### src/rtl/lcd_frame_capture.sv
// Shadow capture of the HD44780-style character bus into a 2x16 frame buffer.
// Build option: define LCD_FRAME_CAPTURE_CLEAR_EN to make 0x01 run a 32-cycle blanking clear.
module lcd_frame_capture #(
  parameter logic [7:0] BLANK_CHAR = 8'h20
) (
  input  logic       CLK,
  input  logic       RESET,
  input  logic       RW_INPUT,
  input  logic       RS_INPUT,
  input  logic [7:0] DATA_INPUT,
  input  logic [4:0] RD_ADDR,
  output logic [7:0] RD_DATA,
  output logic [4:0] CUR_ADDR,
  output logic       BUSY,
  output logic       FRAME_DONE,
  output logic       BUS_ERR
);

  localparam int DEPTH = 32;

  logic [7:0] mem_q [DEPTH];
  logic [7:0] rd_data_q;
  logic [4:0] cur_addr_q, cur_addr_d;
  logic       frame_done_q, frame_done_d;
  logic       bus_err_q, bus_err_d;
  logic       wr_en;
  logic [4:0] wr_addr;
  logic [7:0] wr_data;
  logic       xfer, idle;
  logic       cmd_set, cmd_set_ok, cmd_home, cmd_clear;

  assign xfer       = ~RW_INPUT;
  assign cmd_set    = DATA_INPUT[7];
  assign cmd_set_ok = (DATA_INPUT[5:4] == 2'b00);
  assign cmd_home   = (DATA_INPUT[7:1] == 7'b0000001);
  assign cmd_clear  = (DATA_INPUT == 8'h01);

`ifdef LCD_FRAME_CAPTURE_CLEAR_EN
  typedef enum logic {S_IDLE, S_CLEAR} state_e;
  state_e     state_q;
  logic [4:0] clr_cnt_q;
  logic       busy_q;
  logic       clr_start;

  assign idle = (state_q == S_IDLE);

  always_ff @(posedge CLK) begin
    if (RESET) begin
      state_q   <= S_IDLE;
      clr_cnt_q <= 5'd0;
      busy_q    <= 1'b0;
    end else begin
      case (state_q)
        S_IDLE: begin
          if (clr_start) begin
            state_q   <= S_CLEAR;
            clr_cnt_q <= 5'd0;
            busy_q    <= 1'b1;
          end
        end
        S_CLEAR: begin
          clr_cnt_q <= clr_cnt_q + 5'd1;
          if (clr_cnt_q == 5'd31) begin
            state_q <= S_IDLE;
            busy_q  <= 1'b0;
          end
        end
        default: state_q <= S_IDLE;
      endcase
    end
  end

  assign BUSY = busy_q;
`else
  assign idle = 1'b1;
  assign BUSY = 1'b0;
`endif

  // Transfer decode; the clear sweep owns the write port while it runs.
  always_comb begin
    cur_addr_d   = cur_addr_q;
    frame_done_d = 1'b0;
    bus_err_d    = 1'b0;
    wr_en        = 1'b0;
    wr_addr      = cur_addr_q;
    wr_data      = DATA_INPUT;
`ifdef LCD_FRAME_CAPTURE_CLEAR_EN
    clr_start    = 1'b0;
    if (!idle) begin
      wr_en   = 1'b1;
      wr_addr = clr_cnt_q;
      wr_data = BLANK_CHAR;
    end
`endif
    if (xfer) begin
      if (!idle) begin
        bus_err_d = 1'b1;
      end else if (RS_INPUT) begin
        wr_en        = 1'b1;
        cur_addr_d   = cur_addr_q + 5'd1;
        frame_done_d = (cur_addr_q == 5'd31);
      end else if (cmd_set) begin
        if (cmd_set_ok) cur_addr_d = {DATA_INPUT[6], DATA_INPUT[3:0]};
        else            bus_err_d  = 1'b1;
      end else if (cmd_home || cmd_clear) begin
        cur_addr_d = 5'd0;
`ifdef LCD_FRAME_CAPTURE_CLEAR_EN
        clr_start  = cmd_clear;
`endif
      end
    end
  end

  always_ff @(posedge CLK) begin
    if (RESET) begin
      cur_addr_q   <= 5'd0;
      frame_done_q <= 1'b0;
      bus_err_q    <= 1'b0;
    end else begin
      cur_addr_q   <= cur_addr_d;
      frame_done_q <= frame_done_d;
      bus_err_q    <= bus_err_d;
    end
  end

  // Read sees the pre-write contents when addresses collide.
  always_ff @(posedge CLK) begin
    if (RESET) begin
      for (int i = 0; i < DEPTH; i++) mem_q[i] <= BLANK_CHAR;
      rd_data_q <= 8'h00;
    end else begin
      rd_data_q <= mem_q[RD_ADDR];
      if (wr_en) mem_q[wr_addr] <= wr_data;
    end
  end

  assign RD_DATA    = rd_data_q;
  assign CUR_ADDR   = cur_addr_q;
  assign FRAME_DONE = frame_done_q;
  assign BUS_ERR    = bus_err_q;

endmodule

### config.mk
export PLATFORM = sky130hd
export DESIGN_NAME = lcd_frame_capture
export DESIGN_NICKNAME = d
export VERILOG_FILES = /design/src/rtl/lcd_frame_capture.sv
export SDC_FILE = /design/constraint.sdc
export NUM_CORES = 1
export LEC_CHECK = 0
export CAP_MARGIN = 10
export CORE_UTILIZATION = 30
export DETAILED_ROUTE_END_ITERATION = 12
export PLACE_DENSITY_LB_ADDON = 0.3
export SYNTH_ARGS = -nofsm -noshare
export SYNTH_HDL_FRONTEND = slang
export SYNTH_SLANG_ARGS = --single-unit
### constraint.sdc
create_clock -name CLK -period 2.7 [get_ports CLK]
set_clock_uncertainty 0.2 [all_clocks]
set_input_delay 0.54 -clock CLK [delete_from_list [all_inputs] [get_ports CLK]]
set_output_delay 0.54 -clock CLK [all_outputs]
set_load 0.02 [all_outputs]
==> implementation parameters <==
Parameter                              Value

Global route
  Total grt overflow    0
  Pin count of the biggest net entering global routing    35
  Number of antenna violations at the first check in global routing    0
  Wire length of the first global-routing pass    47,800 um
  Vias in the first global route    approximately 7,400
  Combined global-route utilization of all metal layers    0.154

Clock tree
  Clock buffer depth    3
  Clock Latency Late Sink    0.54 ns
  CTS tree    built
  Number of gates given a new drive strength after cts    1
  H-tree lvl count    1
  Post-CTS repair timing setup buffer count    0
  Number of buffers added by the clock tree synthesis step    30
  CTS sink count    271
  Reg clk slew, reported paths    approximately 0.06 ns
  # hold bufs at CTS    0
  Clock root buffer    clkbuf_16

Timing
  Hold violation total from the final report    0
  Highest achievable clock rate    382 MHz
  Tightest slew margin relative to the limit    0.547
  Clock period minus worst slack    2.62 ns
  Setup repair after global routing missed its margin    false
  Final setup fails    0
  Number of pins exceeding their max-slew limit in the final report    0
  Final critical-path setup slack    0.0802 ns
  Accumulated negative setup slack    0 ns
  Least-Margin Pin Slew    a little under 0.7 ns
  Period Utilization, post-route    0.970

Final layout
  Fillcell total    3,946
  Net count, final    929
  Commonest non-fill, non-tap cell in the layout    edfxtp_1
  P&R area growth vs syn    18.8%
  Total inserted antenna cells    0
  Highest-count cells in the layout ignoring fill and taps    edfxtp_1, and2_1, buf_4
  Share of cells above drive strength 1    0.257

Hold path
  Classification of the worst-slack hold path    in -> reg
  Hold depth    4

Drt
  DRC violations left    0
  Wirelength per Cell    21.5 um
  Total detailed-routing wirelength    31,500 um
  Total via count after detailed routing    7,047
  Post-DR vias/cell    4.82
  DRC violation total after the first TritonRoute iteration    between 600 and 700
  Detailed-routing iteration count for the pre-antenna-repair pass    4
  Post-route antenna net violation count    0

Floorplan
  Vertical extent of the die    206 um
  Die area    42,400 um^2
  Number of primary I/O pins    33
  Width of the chip    206 um
  Area of the core region    40,900 um^2
  Initial core utilization    0.305
  Number of placement rows    74

Logic synthesis
  Leading area contributor after synthesis    edfxtp_1
  Mapped Nets    852
  #FFs+latches synth    271
  Area share of the leading cell type in the synthesized netlist    0.616
  Mapped Area    12,500 um^2
  Synth Instances    just over 800
  Portion of the post-synthesis area used by sequential elements    0.641
  Synth Area per Inst    15.0 um^2
  Total number of yosys warnings    0
  Number of distinct library cells after synthesis    38
  Leading post-synthesis cells by cell area    edfxtp_1, mux4_2, and2_1

Power and ir drop
  Final Total Pwr    9350 uW
  Leak    0.00512 uW
  Power density over the cells    approximately 630 nW/um^2
  Maximum resistive drop on vdd    424 uV

Setup path
  Type of the worst setup path    reg -> out
  CP Max Fanout    11
  Arrival time of data at the critical path endpoint    1.88 ns
  Biggest cell delay along the critical path    about 0.7 ns
  Max stage delay cell, worst path    clkdlybuf4s50_1
  Worst R2R Path Depth    5
  Category of the worst setup path capture point    output pin
  Count of cell instances traversed by the critical path    1
  Required time at the worst-slack endpoint    1.96 ns
  Crit-path cells    clkdlybuf4s50_1
  Delay-heaviest family, CP    buffers and inverters
  Count of buffering cells on the critical path with inverters included    1
  Critical path launch point type    flop

Place
  HPWL after detailed placement    21,000 um
  DP Worst Slack    -0.0796 ns
  Number of port buffers    31
  GPL Wtd Cong    0.782

Status
  Outcome    completed

Flow run
  Max-cap violations    0
layout make-up:
type	count	area (um^2)	share of cell area
sequential	271	7990	0.539
timing repair buffer	115	1080	0.0726
clock inverter	21	169	0.0114
tap	532	666	0.0449
inverter	3	11.3	0.000760
multi-input combinational	486	4140	0.279
clock buffer	34	766	0.0517
kinds of logic after synthesis:
group,Yosys count,share of synthesized area
adder cells (fa/ha/maj),5,0.00502
flip-flops,271,0.641
AND/OR/NAND/NOR,366,0.171
multiplexers,80,0.136
other,1,0.000301
buffers and inverters,73,0.0275
AO/OA/AOI/OAI,34,0.0187
worst paths after layout:
path / start / end / slack, ns
setup / recovery: CUR_ADDR[4] / CUR_ADDR[4] / 0.08
hold / removal: RESET / FRAME_DONE / 0.32
setup reg to reg: CUR_ADDR[3] / mem_q[17][6] / 0.54
hold reg to reg: CUR_ADDR[1] / CUR_ADDR[1] / 0.38
cell usage after synthesis:
cell         n
conb_1       1
o21ai_0      3
buf_4        6
clkinv_1     1
a211oi_1     2
a21oi_1      7
edfxtp_1   256
or2_2       32
o31ai_1      1
dfxtp_1     15
nor3b_1      1
and2_1     193
nand3b_1     3
a22oi_1      2
nor3_1      32
or3b_2       1
and3_1       1
nor3b_2      1
nor2_1      41
a31oi_1      1
nand2_1      9
o22ai_1      8
a21o_1       1
ha_1         5
nand2b_1     1
nor4b_1      1
a2111oi_0    6
o41ai_1      1
nor2b_1     10
clkbuf_1    52
buf_2        7
buf_6        5
nand3_1      2
mux4_2      72
or3_1       38
inv_1        2
mux2i_1      8
a2111oi_1    2
registers in the layout, indices dropped and copies added, names as in the netlist:
signal and cells:
RD_DATA 8, mem_q 256, FRAME_DONE 1, BUS_ERR 1, CUR_ADDR 5
power by group:
group / total, uW / switching, uW / internal, uW
Clock: 3890 / 1660 / 2220
Combinational: 684 / 391 / 293
Sequential: 4780 / 65.2 / 4720
metrics by stage:
step / hold WS (ns) / cells / instance area (um^2) / utilization
after global placement: 0.358 / 1407 / 13900 / 0.339
final: 0.320 / 1462 / 14800 / 0.362
after floorplan: 0.404 / 830 / 12500 / -
after CTS: 0.316 / 1462 / 14800 / 0.362
after global routing: 0.336 / 1462 / 14800 / 0.362
after detailed placement: 0.368 / 1407 / 13900 / 0.339
per-layer routing:
layer,global-route usage,vias up,share of wire
li1,-,3244,-
met1,0.214,3620,0.46
met2,0.256,149,0.48
met3,0.0200,34,0.036
met4,0.0334,0,0.018
met5,0,-,0
No activity file was read; power rests on OpenSTA's default activity.
